$ cat config.mk
export PLATFORM = sky130hd
export DESIGN_NAME = fetch_sequencer
export DESIGN_NICKNAME = d
export VERILOG_FILES = /design/src/rtl/fetch_sequencer.sv
export SDC_FILE = /design/constraint.sdc
export NUM_CORES = 1
export LEC_CHECK = 0
export CORE_UTILIZATION = 30
export DETAILED_ROUTE_END_ITERATION = 7
export GPL_TIMING_DRIVEN = 1
export SYNTH_ARGS = -nofsm -noshare
export SYNTH_HDL_FRONTEND = slang
export SYNTH_SLANG_ARGS = --single-unit
$ cat constraint.sdc
create_clock -name clock -period 2.5 [get_ports clock]
set_clock_uncertainty 0.15 [all_clocks]
set_input_delay 0.625 -clock clock [delete_from_list [all_inputs] [get_ports clock]]
set_output_delay 0.625 -clock clock [all_outputs]
set_load 0.01 [all_outputs]
$ cat src/rtl/fetch_sequencer.sv
// fetch_sequencer: sequential instruction fetch from a synchronous-strobe ROM.
// Holds the PC, drives the ROM strobes for (ROM_WAIT+1) cycles per word and
// buffers fetched words for a valid/ready consumer. Redirects flush and restart.
// Build option: define FETCH_PREFETCH_EN for a 2-entry prefetch FIFO in place
// of the single output register.
module fetch_sequencer #(
    parameter int unsigned ROM_WAIT = 0,
    parameter logic [31:0] RESET_PC = 32'h0000_0000
) (
    input  logic        clock,
    input  logic        reset,
    output logic [31:0] rom_address,
    output logic        rom_chip_select,
    output logic        rom_output_enable,
    input  logic [63:0] rom_data,
    output logic [31:0] instr,
    output logic [31:0] instr_pc,
    output logic        instr_valid,
    input  logic        instr_ready,
    input  logic        redirect,
    input  logic [31:0] redirect_target,
    input  logic        halt,
    output logic        align_err
);

    typedef enum logic [1:0] {
        S_IDLE,
        S_ISSUE,
        S_WAIT
    } state_t;

    localparam bit         NO_WAIT   = (ROM_WAIT == 0);
    localparam logic [2:0] WAIT_LAST = 3'((ROM_WAIT == 0) ? 0 : ROM_WAIT - 1);

    state_t      r_state;
    logic [31:0] r_pc;
    logic [2:0]  r_wait_left;
    logic        r_align_err;

    logic        w_slot_free;
    logic        w_xfer;
    logic        w_issue_ok;
    logic        w_access;
    logic        w_capture;
    logic [31:0] w_word;
    logic        w_unused_rom_hi;

    assign w_word          = rom_data[31:0];
    assign w_unused_rom_hi = ^rom_data[63:32];

    // Access/capture decisions; the strobes depend on this cycle's instr_ready so
    // that a slot freed by a transfer can be refilled without a bubble.
    always_comb begin
        w_xfer     = instr_valid && instr_ready;
        w_issue_ok = !halt && (w_slot_free || w_xfer);
        w_access   = ((r_state == S_ISSUE) && w_issue_ok) || (r_state == S_WAIT);
        w_capture  = !redirect &&
                     (((r_state == S_ISSUE) && w_issue_ok && NO_WAIT) ||
                      ((r_state == S_WAIT) && (r_wait_left == 3'd0)));
    end

    assign rom_address       = r_pc;
    assign rom_chip_select   = w_access;
    assign rom_output_enable = w_access;
    assign align_err         = r_align_err;

    // Fetch FSM: PC, wait counter and sticky alignment flag.
    always_ff @(posedge clock) begin
        if (reset) begin
            r_state     <= S_IDLE;
            r_pc        <= RESET_PC;
            r_wait_left <= '0;
            r_align_err <= 1'b0;
        end else begin
            if (redirect && (redirect_target[1:0] != 2'b00)) begin
                r_align_err <= 1'b1;
            end
            if (redirect) begin
                r_state     <= S_ISSUE;
                r_pc        <= {redirect_target[31:2], 2'b00};
                r_wait_left <= '0;
            end else begin
                case (r_state)
                    S_IDLE: begin
                        r_state <= S_ISSUE;
                    end
                    S_ISSUE: begin
                        if (w_issue_ok) begin
                            if (NO_WAIT) begin
                                r_pc <= r_pc + 32'd4;
                            end else begin
                                r_state     <= S_WAIT;
                                r_wait_left <= WAIT_LAST;
                            end
                        end
                    end
                    S_WAIT: begin
                        if (r_wait_left == 3'd0) begin
                            r_state <= S_ISSUE;
                            r_pc    <= r_pc + 32'd4;
                        end else begin
                            r_wait_left <= r_wait_left - 3'd1;
                        end
                    end
                    default: begin
                        r_state <= S_IDLE;
                    end
                endcase
            end
        end
    end

`ifdef FETCH_PREFETCH_EN
    logic [1:0]  r_count;
    logic [31:0] r_ins [2];
    logic [31:0] r_ipc [2];

    assign w_slot_free = (r_count != 2'd2);
    assign instr_valid = (r_count != 2'd0);
    assign instr       = r_ins[0];
    assign instr_pc    = r_ipc[0];

    // Two-entry FIFO, head always in slot 0; a pop shifts slot 1 down.
    always_ff @(posedge clock) begin
        if (reset) begin
            r_count  <= '0;
            r_ins[0] <= '0;
            r_ins[1] <= '0;
            r_ipc[0] <= '0;
            r_ipc[1] <= '0;
        end else if (redirect) begin
            r_count <= '0;
        end else begin
            case ({w_capture, w_xfer})
                2'b11: begin
                    if (r_count == 2'd1) begin
                        r_ins[0] <= w_word;
                        r_ipc[0] <= r_pc;
                    end else begin
                        r_ins[0] <= r_ins[1];
                        r_ipc[0] <= r_ipc[1];
                        r_ins[1] <= w_word;
                        r_ipc[1] <= r_pc;
                    end
                end
                2'b10: begin
                    r_ins[r_count[0]] <= w_word;
                    r_ipc[r_count[0]] <= r_pc;
                    r_count           <= r_count + 2'd1;
                end
                2'b01: begin
                    r_ins[0] <= r_ins[1];
                    r_ipc[0] <= r_ipc[1];
                    r_count  <= r_count - 2'd1;
                end
                default: begin
                end
            endcase
        end
    end
`else
    logic        r_valid;
    logic [31:0] r_ins;
    logic [31:0] r_ipc;

    assign w_slot_free = !r_valid;
    assign instr_valid = r_valid;
    assign instr       = r_ins;
    assign instr_pc    = r_ipc;

    // Single output register; a capture may land in the same cycle as a transfer.
    always_ff @(posedge clock) begin
        if (reset) begin
            r_valid <= 1'b0;
            r_ins   <= '0;
            r_ipc   <= '0;
        end else if (redirect) begin
            r_valid <= 1'b0;
        end else if (w_capture) begin
            r_valid <= 1'b1;
            r_ins   <= w_word;
            r_ipc   <= r_pc;
        end else if (w_xfer) begin
            r_valid <= 1'b0;
        end
    end
`endif

endmodule

# == Word level (Yosys, flattened, before mapping) ==
# Index checks and enable logic that the tools add are counted.
# totals
register_bits,103
latch_bits,0
mem_bits_rw,0
romBits,0
n_memories,0
# classes
add_sub_neg,2
n_mul,0
div_mod_pow,0
magnitude_cmp,0
eq_ne,7
n_shift,0
muxes,9
bitwise_logic,3
reduce_logical,25
# ops
cell,count
two-way mux 32 bit,3
case mux 32 bit (2 select lines),1
"adder 32 x 3 -> 32 bit, second input constant",1
AND reduction 2 bit,4
logical AND 1 bit,6
case mux 2 bit (3 select lines),1
AND reduction 3 bit,2
nonzero test 2 bit,3
"!= test 2 bit, second input constant",2
logical NOT 1 bit,3
logical NOT 3 bit,1
logical OR 1 bit,3
two-way mux 1 bit,3
"!= test 3 x 2 -> 1 bit, second input constant",1
"!= test 3 bit, second input constant",1
inverter 1 bit,3
nonzero test 3 bit,1
"subtractor 3 x 1 -> 3 bit, second input constant",1
"== test 2 x 1 -> 1 bit, second input constant",1
"== test 2 bit, second input constant",1
logical NOT 2 bit,1
two-way mux 2 bit,1
"!= test 2 x 1 -> 1 bit, second input constant",1
OR reduction 2 bit,1

# == Logic depth before layout (Yosys ltp) ==
# Gate-level depths: netlist (run 1).
# depth
ltp_word,7
ltp_mapped,7

# == Worst setup path after synthesis (run 1) ==
# OpenSTA, ideal clock, no wires.
# synth_path
path_kind,input to output
from,input port instr_ready
to,output port rom_output_enable
arrival_time_ns,1.549
slack_ns,0.176
cell_stages,5
path_buffers,2
cell_sequence,or2b_2 -> buf_2 -> nand2_2 -> inv_1 -> buf_4
# synth_via
elab_chain_len,5
# synth_rtl
item,line,text
"start, declared",19,"input logic instr_ready,"
logical AND 1 bit,54,w_xfer = instr_valid && instr_ready;
logical OR 1 bit,55,w_issue_ok = !halt && (w_slot_free || w_xfer);
logical AND 1 bit,55,
logical AND 1 bit,56,w_access = ((r_state == S_ISSUE) && w_issue_ok) || (r_state == S_WAIT);
logical OR 1 bit,56,
"end, declared",14,"output logic rom_output_enable,"
# Every way passes these cells.

# == Worst setup path in the final report (run 1) ==
# Same ends and word-level chain as after synthesis.

==> run_results.csv, run 1 <==
group,metric,value,unit
status,status,"finished clean",
critical_path,worst_ep_required_time,1.73,ns
clocking,clk-insertion-delay-late,0.35,ns
die,floorplan_core_area,13400,µm²
critical_path,worstRegToRegCells,5,
yosys,synth_flop_cell,"sky130_fd_sc_hd__dfxtp_1",
route,detailedRoute.firstIterationViolations,275,
clocking,cts_made_buffers,9,
hold_path,hold_start,"align_err",
critical_path,crit_type,"input port to output port",
yosys,top_area_cell_type_share_of_the_netlist_area,45.5,%
clocking,clockBufferDepth,2,
critical_path,rr_startpoint,"rom_address[10]",
die,die_y,120,µm
critical_path,worst_setup_path_end_kind,"output port",
clocking,numClockSinks,95,
final_layout,ff_latch_area,1900,µm²
yosys,postSynth.asyncResetShare,0,%
yosys,synth_top_cell_by_area,"sky130_fd_sc_hd__dfxtp_1",
final_layout,final_net_count,783,
route,drt-vias-per-instance,5.02,
timing,finalSetupViolCount,0,
route,final_antenna_net_count,0,
hold_path,min-delay-path-class,"flip-flop to flip-flop",
critical_path,critPathMaxFanout,3,
final_layout,finalInstanceArea,6370,µm²
grt,grt_overflow_total,0,
route,routedWlPerCell,15.5,µm
critical_path,crit_end,"rom_output_enable",
job,max-cap-violations,0,
placement,post_dp_cell_area,6060,µm²
critical_path,crit_start,"instr_ready",
route,vias,4319,
critical_path,cp_top_family,"buffers and inverters",
grt,pin_count_of_the_biggest_net_entering_global_routing,44,
timing,final_critical_path_setup_slack,0.0923,ns
grt,globalRouteTotalUtil,17.9,%
timing,max_freq,0.415,GHz
die,floorplan.initialDensity,31.2,%
placement,dp.final_hpwl,9.27,mm
power,power.leakage,2.18,nW
final_layout,area_of_the_multi_input_gates,2020,µm²
final_layout,n_antenna_cell,0,
critical_path,path_depth,5,
critical_path,crit_path_launch_type,"input port",
yosys,synth_edf_count,0,
timing,slew_violations,0,
placement,place_ws,-0.325,ns
yosys,ys_types,50,
timing,timing.final.crit_share,96.3,%
yosys,ys_seq_area_share,45.5,%
yosys,postSynthCellCount,513,
yosys,synth_warnings,0,
critical_path,cpMaxStageDelayCell,"sky130_fd_sc_hd__clkdlybuf4s50_1",
die,rows,42,
clocking,cts.htree.levels,3,
route,first_pass_iters,4,
yosys,ys_seq_elements,95,
critical_path,critical_path.max_stage_delay,0.43,ns
clocking,tritoncts,"yes",
power,vdd_drop_max,0.370,mV
yosys,syn_area_per_cell,8.15,µm²
timing,finalHoldViolCount,0,
critical_path,worst_ep_arrival_time,1.63,ns
clocking,clk_pin_slew_worst_paths,0.06,ns
power,power,3.54,mW
final_layout,num-fill-cells,1322,
placement,globalplace.congestion,0.815,
yosys,netlist_top_cells_area,"sky130_fd_sc_hd__dfxtp_1 45%, sky130_fd_sc_hd__nand2_1 12%, sky130_fd_sc_hd__a21oi_1 7.7%",
die,top_level_ports,201,
critical_path,critical_path.n_buffers_inverters,3,
grt,antenna_found_initial,0,
timing,holdWs,0.300,ns
critical_path,reg2reg_setup_slack,0.27,ns
yosys,post_synth_instance_area,4180,µm²
grt,grt_pass1_wl,20.3,mm
grt,grt_pass1_vias,3987,
final_layout,syn_to_final_growth,52.4,%
critical_path,worstPathCellList,"clkdlybuf4s50_1, or2b_4, nand2_2, inv_1, buf_2",
die,die_w,120,µm
timing,grt_setup_unrepaired,"false",
clocking,cts_root_buffer,"sky130_fd_sc_hd__clkbuf_16",
timing,final_period_minus_worst_setup_slack,2.41,ns
critical_path,timing.rr.end,"rom_address[19]",
placement,buffer_ports.inserted,164,
die,die_area,14400,µm²
route,drc,0,
power,power.density,555,nW/µm²
route,sum_of_routed_wire_length_over_all_layers,13.3,mm
final_layout,final_layout_size_suffix_gt1_share,8.47,%
## worst min-delay path, stage by stage, from the launching register on
cell and delay (ns):
sky130_fd_sc_hd__dfxtp_1 0.31, sky130_fd_sc_hd__inv_1 0.05, sky130_fd_sc_hd__a21oi_1 0.05
## power by group
group | total (mW) | switching (mW) | internal (mW) | leakage [nW]
combinational | 0.522 | 0.232 | 0.290 | 1.26
clock | 1.37 | 0.576 | 0.798 | 0.143
sequential | 1.64 | 0.0612 | 1.58 | 0.777
total | 3.54 | 0.869 | 2.67 | 2.18
## layout make-up
type	count	share of cell area [%]
Clock buffer	12	3.87
Sequential cell	95	29.8
Multi-Input combinational cell	371	31.6
Timing Repair Buffer	195	30.0
Tap cell	176	3.45
Clock inverter	3	0.687
Inverter	9	0.530
## synth_stat cells (2+ instances only)
cell,count
sky130_fd_sc_hd__a211oi_1,5
sky130_fd_sc_hd__a21oi_1,64
sky130_fd_sc_hd__a311oi_1,19
sky130_fd_sc_hd__a31oi_1,3
sky130_fd_sc_hd__and2_1,2
sky130_fd_sc_hd__and3_1,4
sky130_fd_sc_hd__and4_1,7
sky130_fd_sc_hd__and4_2,2
sky130_fd_sc_hd__buf_2,8
sky130_fd_sc_hd__buf_4,5
sky130_fd_sc_hd__buf_6,5
sky130_fd_sc_hd__clkbuf_1,17
sky130_fd_sc_hd__clkbuf_8,2
sky130_fd_sc_hd__dfxtp_1,95
sky130_fd_sc_hd__dlygate4sd1_1,2
sky130_fd_sc_hd__inv_1,8
sky130_fd_sc_hd__nand2_1,137
sky130_fd_sc_hd__nand3_1,12
sky130_fd_sc_hd__nand4_1,11
sky130_fd_sc_hd__nand4_4,2
sky130_fd_sc_hd__nor2_1,27
sky130_fd_sc_hd__nor2b_1,2
sky130_fd_sc_hd__nor4b_1,2
sky130_fd_sc_hd__o21ai_0,9
sky130_fd_sc_hd__o311ai_0,2
sky130_fd_sc_hd__o31ai_1,14
sky130_fd_sc_hd__or3_1,7
sky130_fd_sc_hd__or4_1,15
sky130_fd_sc_hd__xnor2_1,2
sky130_fd_sc_hd__xor2_1,3
## worst min path at each step
stage                end  slack [ns]  cells past startpoint
2_1_floorplan  align_err        0.32                      2
3_3_place_gp   align_err        0.29                      2
3_5_place_dp   align_err        0.29                      2
4_1_cts        align_err        0.30                      2
5_1_grt         instr[3]        0.32                      2
6_report       align_err        0.30                      2
## sequential cells by signal, indices dropped and copies added, names as in the netlist
signal       flops
instr_valid      1
instr           32
rom_address     30
align_err        1
r_state          1
instr_pc        30
## metal layers
metal | up-vias | global-route usage (%) | wire length [µm]
li1 | 2150 | - | -
met1 | 2003 | 24.2 | 6250
met2 | 150 | 27.7 | 6020
met3 | 16 | 3.90 | 825
met4 | 0 | 6.88 | 221
met5 | - | 0 | 0
## layout by cell type (no fill, tap or decap), drive strengths merged, types with 2 or more instances in the layout
| cell type | instances |
|---|---|
| nor4b | 2 |
| o21ai | 9 |
| conb | 4 |
| nand3 | 12 |
| a31oi | 3 |
| clkdlybuf4s50 | 161 |
| nor2 | 27 |
| nor2b | 2 |
| clkinv | 3 |
| and2 | 3 |
| nand4 | 14 |
| buf | 34 |
| nand2 | 138 |
| o31ai | 14 |
| or4 | 15 |
| and3 | 5 |
| xnor2 | 2 |
| o311ai | 2 |
| xor2 | 3 |
| dfxtp | 95 |
| a21oi | 64 |
| or3 | 7 |
| a211oi | 5 |
| inv | 8 |
| a311oi | 19 |
| clkbuf | 12 |
| and4 | 9 |
## repair_timing
action / 4_1_cts / 5_1_grt
gates resized for setup: 9 / 0
endpoints found under the setup margin: 2 / 3
gates cloned: 0 / 1
setup buffers: 0 / 3
hold buffers: 0 / 0
pin swaps: 0 / 1
## through the flow
stage | TNS, ns | cells | util [%]
final | 0 | 861 | 47.6
after global routing | 0 | 861 | 47.6
after CTS | 0 | 857 | 47.3
after detailed placement | -2.78 | 842 | 45.2
after global placement | -2.11 | 842 | 45.2
after floorplan | 0 | 516 | -
## kinds of logic after synthesis
family	synth area share, %
xor+xnor	1.05
simple gates	27.7
flops	45.5
fa+ha+maj	0.299
compound gates	18.2
buf+inv	7.21
other cells	0.0897
(Power assumes the default switching activity.)
==> inputs of run 2 (changes only) <==
--- a/config.mk
+++ b/config.mk
@@ -11,3 +11,4 @@
 export SYNTH_ARGS = -nofsm -noshare
 export SYNTH_HDL_FRONTEND = slang
 export SYNTH_SLANG_ARGS = --single-unit
+export TNS_END_PERCENT = 5
==> constraint.sdc (replaced) <==
create_clock -name clock -period 2.5 [get_ports clock]
set_clock_uncertainty 0.15 [all_clocks]
set_input_delay 0.5 -clock clock [delete_from_list [all_inputs] [get_ports clock]]
set_output_delay 0.5 -clock clock [all_outputs]
set_load 0.01 [all_outputs]
==> run_results.csv, run 2 (synthesis gave the netlist of run 1 again) <==
group,metric,value,unit
grt,pin_count_of_the_biggest_net_entering_global_routing,41,
power,vdd_drop_max,0.332,mV
grt,grt.met3_usage,3.66,%
timing,timing.final.crit_share,94.7,%
clocking,cts_made_buffers,9,
final_layout,syn_to_final_growth,52.8,%
die,rows,42,
critical_path,critPathMaxFanout,3,
route,vias,4283,
route,detailedRoute.firstIterationViolations,278,
critical_path,worst_ep_arrival_time,1.72,ns
power,internal-power,2.77,mW
critical_path,crit_path_launch_type,"input port",
die,die_area,14400,µm²
placement,placedCellCount,844,
final_layout,final_layout_size_suffix_gt1_share,8.35,%
final_layout,mostFrequentLayoutCell,"sky130_fd_sc_hd__clkdlybuf4s50_1",
route,routedWlPerCell,15.2,µm
route,sum_of_routed_wire_length_over_all_layers,13.0,mm
clocking,clk-insertion-delay-late,0.35,ns
clocking,clk_pin_slew_worst_paths,0.06,ns
placement,buffer_ports.inserted,164,
clocking,cts.htree.levels,3,
timing,setup-tns-final,0,ns
power,power.density,572,nW/µm²
die,die_w,120,µm
final_layout,layoutNonFillerInstCount,859,
grt,grt_pass1_wl,20.3,mm
final_layout,number_of_flip_flops_under_the_largest_register_name,32,
job,max-cap-violations,0,
grt,global_route.usage.met1,23.7,%
route,drc,0,
power,combPwrFrac,14.1,%
critical_path,worst_setup_path_end_kind,"output port",
final_layout,layout.core_utilization,47.7,%
die,floorplan.initialDensity,31.2,%
power,power.sequential.fraction,44.9,%
die,floorplan_core_area,13400,µm²
grt,global_route.usage.met2,28.3,%
power,power.clock.fraction,41.0,%
route,first_pass_iters,4,
timing,final_period_minus_worst_setup_slack,2.37,ns
die,top_level_ports,201,
grt,grt_pass1_vias,3985,
placement,dp.final_hpwl,9.29,mm
timing,finalSetupViolCount,0,
timing,holdWs,0.294,ns
power,power.leakage,2.18,nW
grt,gr-max-usage-layer,"met2",
critical_path,worst_ep_required_time,1.85,ns
timing,finalHoldViolCount,0,
timing,max_freq,0.422,GHz
final_layout,layout_common_cells,"161 x sky130_fd_sc_hd__clkdlybuf4s50_1, 137 x sky130_fd_sc_hd__nand2_1, 95 x sky130_fd_sc_hd__dfxtp_1, 64 x sky130_fd_sc_hd__a21oi_1",
timing,grt_setup_unrepaired,"false",
final_layout,n_antenna_cell,0,
timing,slew_violations,0,
clocking,clockBufferDepth,2,
grt,globalRouteTotalUtil,18.1,%
hold_path,min-delay-path-class,"flip-flop to flip-flop",
power,power.switching_fraction,24.3,%
grt,antenna_found_initial,0,
route,final_antenna_net_count,0,
power,p_sw,889,µW
die,die_y,120,µm
placement,globalplace.congestion,0.769,
critical_path,crit_type,"input port to output port",
clocking,cts_root_buffer,"sky130_fd_sc_hd__clkbuf_16",
route,drt-vias-per-instance,4.99,
clocking,tritoncts,"yes",
status,status,"finished clean",
grt,grt_overflow_total,0,
clocking,numClockSinks,95,
final_layout,final_net_count,781,
## run 2: changes by cell type in the layout (fill, tap and decap cells not counted)
cell,delta
sky130_fd_sc_hd__buf_4,-1
sky130_fd_sc_hd__clkinv_4,+1
sky130_fd_sc_hd__clkbuf_1,-2
sky130_fd_sc_hd__or2b_4,-1
sky130_fd_sc_hd__or2b_2,+1
sky130_fd_sc_hd__dlygate4sd2_1,+2
sky130_fd_sc_hd__and2b_1,-1
sky130_fd_sc_hd__and2b_2,+1
sky130_fd_sc_hd__bufinv_16,+1
sky130_fd_sc_hd__buf_2,-2
sky130_fd_sc_hd__nand4_2,-1
## run 2: worst paths after layout
path,depth (start not counted),to,start,slack [ns]
worst max-delay path,5,rom_output_enable,instr_ready,0.13
worst min-delay path,2,align_err,align_err,0.29
worst max register to register,4,rom_address[17],rom_address[10],0.29
worst min register to register,2,align_err,align_err,0.29
## run 2: power by group through the flow
stage               Combinational, mW  Sequential [mW]  Clock (mW)
floorplan                       0.174             1.70           0
global placement                0.513             1.67           0
detailed placement              0.518             1.68           0
CTS                             0.520             1.64        1.54
global route                    0.559             1.65        1.60
finish                          0.516             1.64        1.50
## run 2: metal layers
metal	vias up	wire length, µm
met5	-	0
met4	0	253
met3	15	689
met2	130	5860
met1	1999	6230
li1	2139	-
## run 2: worst max-delay path, stage by stage
cell                              delay [ns]
sky130_fd_sc_hd__clkdlybuf4s50_1        0.44
sky130_fd_sc_hd__or2b_2                 0.33
sky130_fd_sc_hd__nand2_2                0.07
sky130_fd_sc_hd__inv_1                  0.08
sky130_fd_sc_hd__dlygate4sd2_1          0.29
## run 2: repair_timing
action,4_1_cts,5_1_grt
hold buffers,0,0
endpoints found under the setup margin,2,0
gates resized for setup,3,0
setup buffers,0,0
## run 2: area by class of cell
cell class	count	area, µm²
repair buffers	194	1910
well taps	176	220
multi-input cells	370	2000
clock buffers	10	239
fillers	1289	7010
flip-flops and latches	95	1900
inverters	9	33.8
clock inverters	5	82.6
## run 2: through the flow
step	area [µm²]	setup WS (ns)	power, mW
floorplan	4190	0.426	1.87
global placement	6070	-0.132	2.19
detailed placement	6070	-0.192	2.19
CTS	6390	0.122	3.70
global route	6390	0.0635	3.81
finish	6390	0.132	3.66
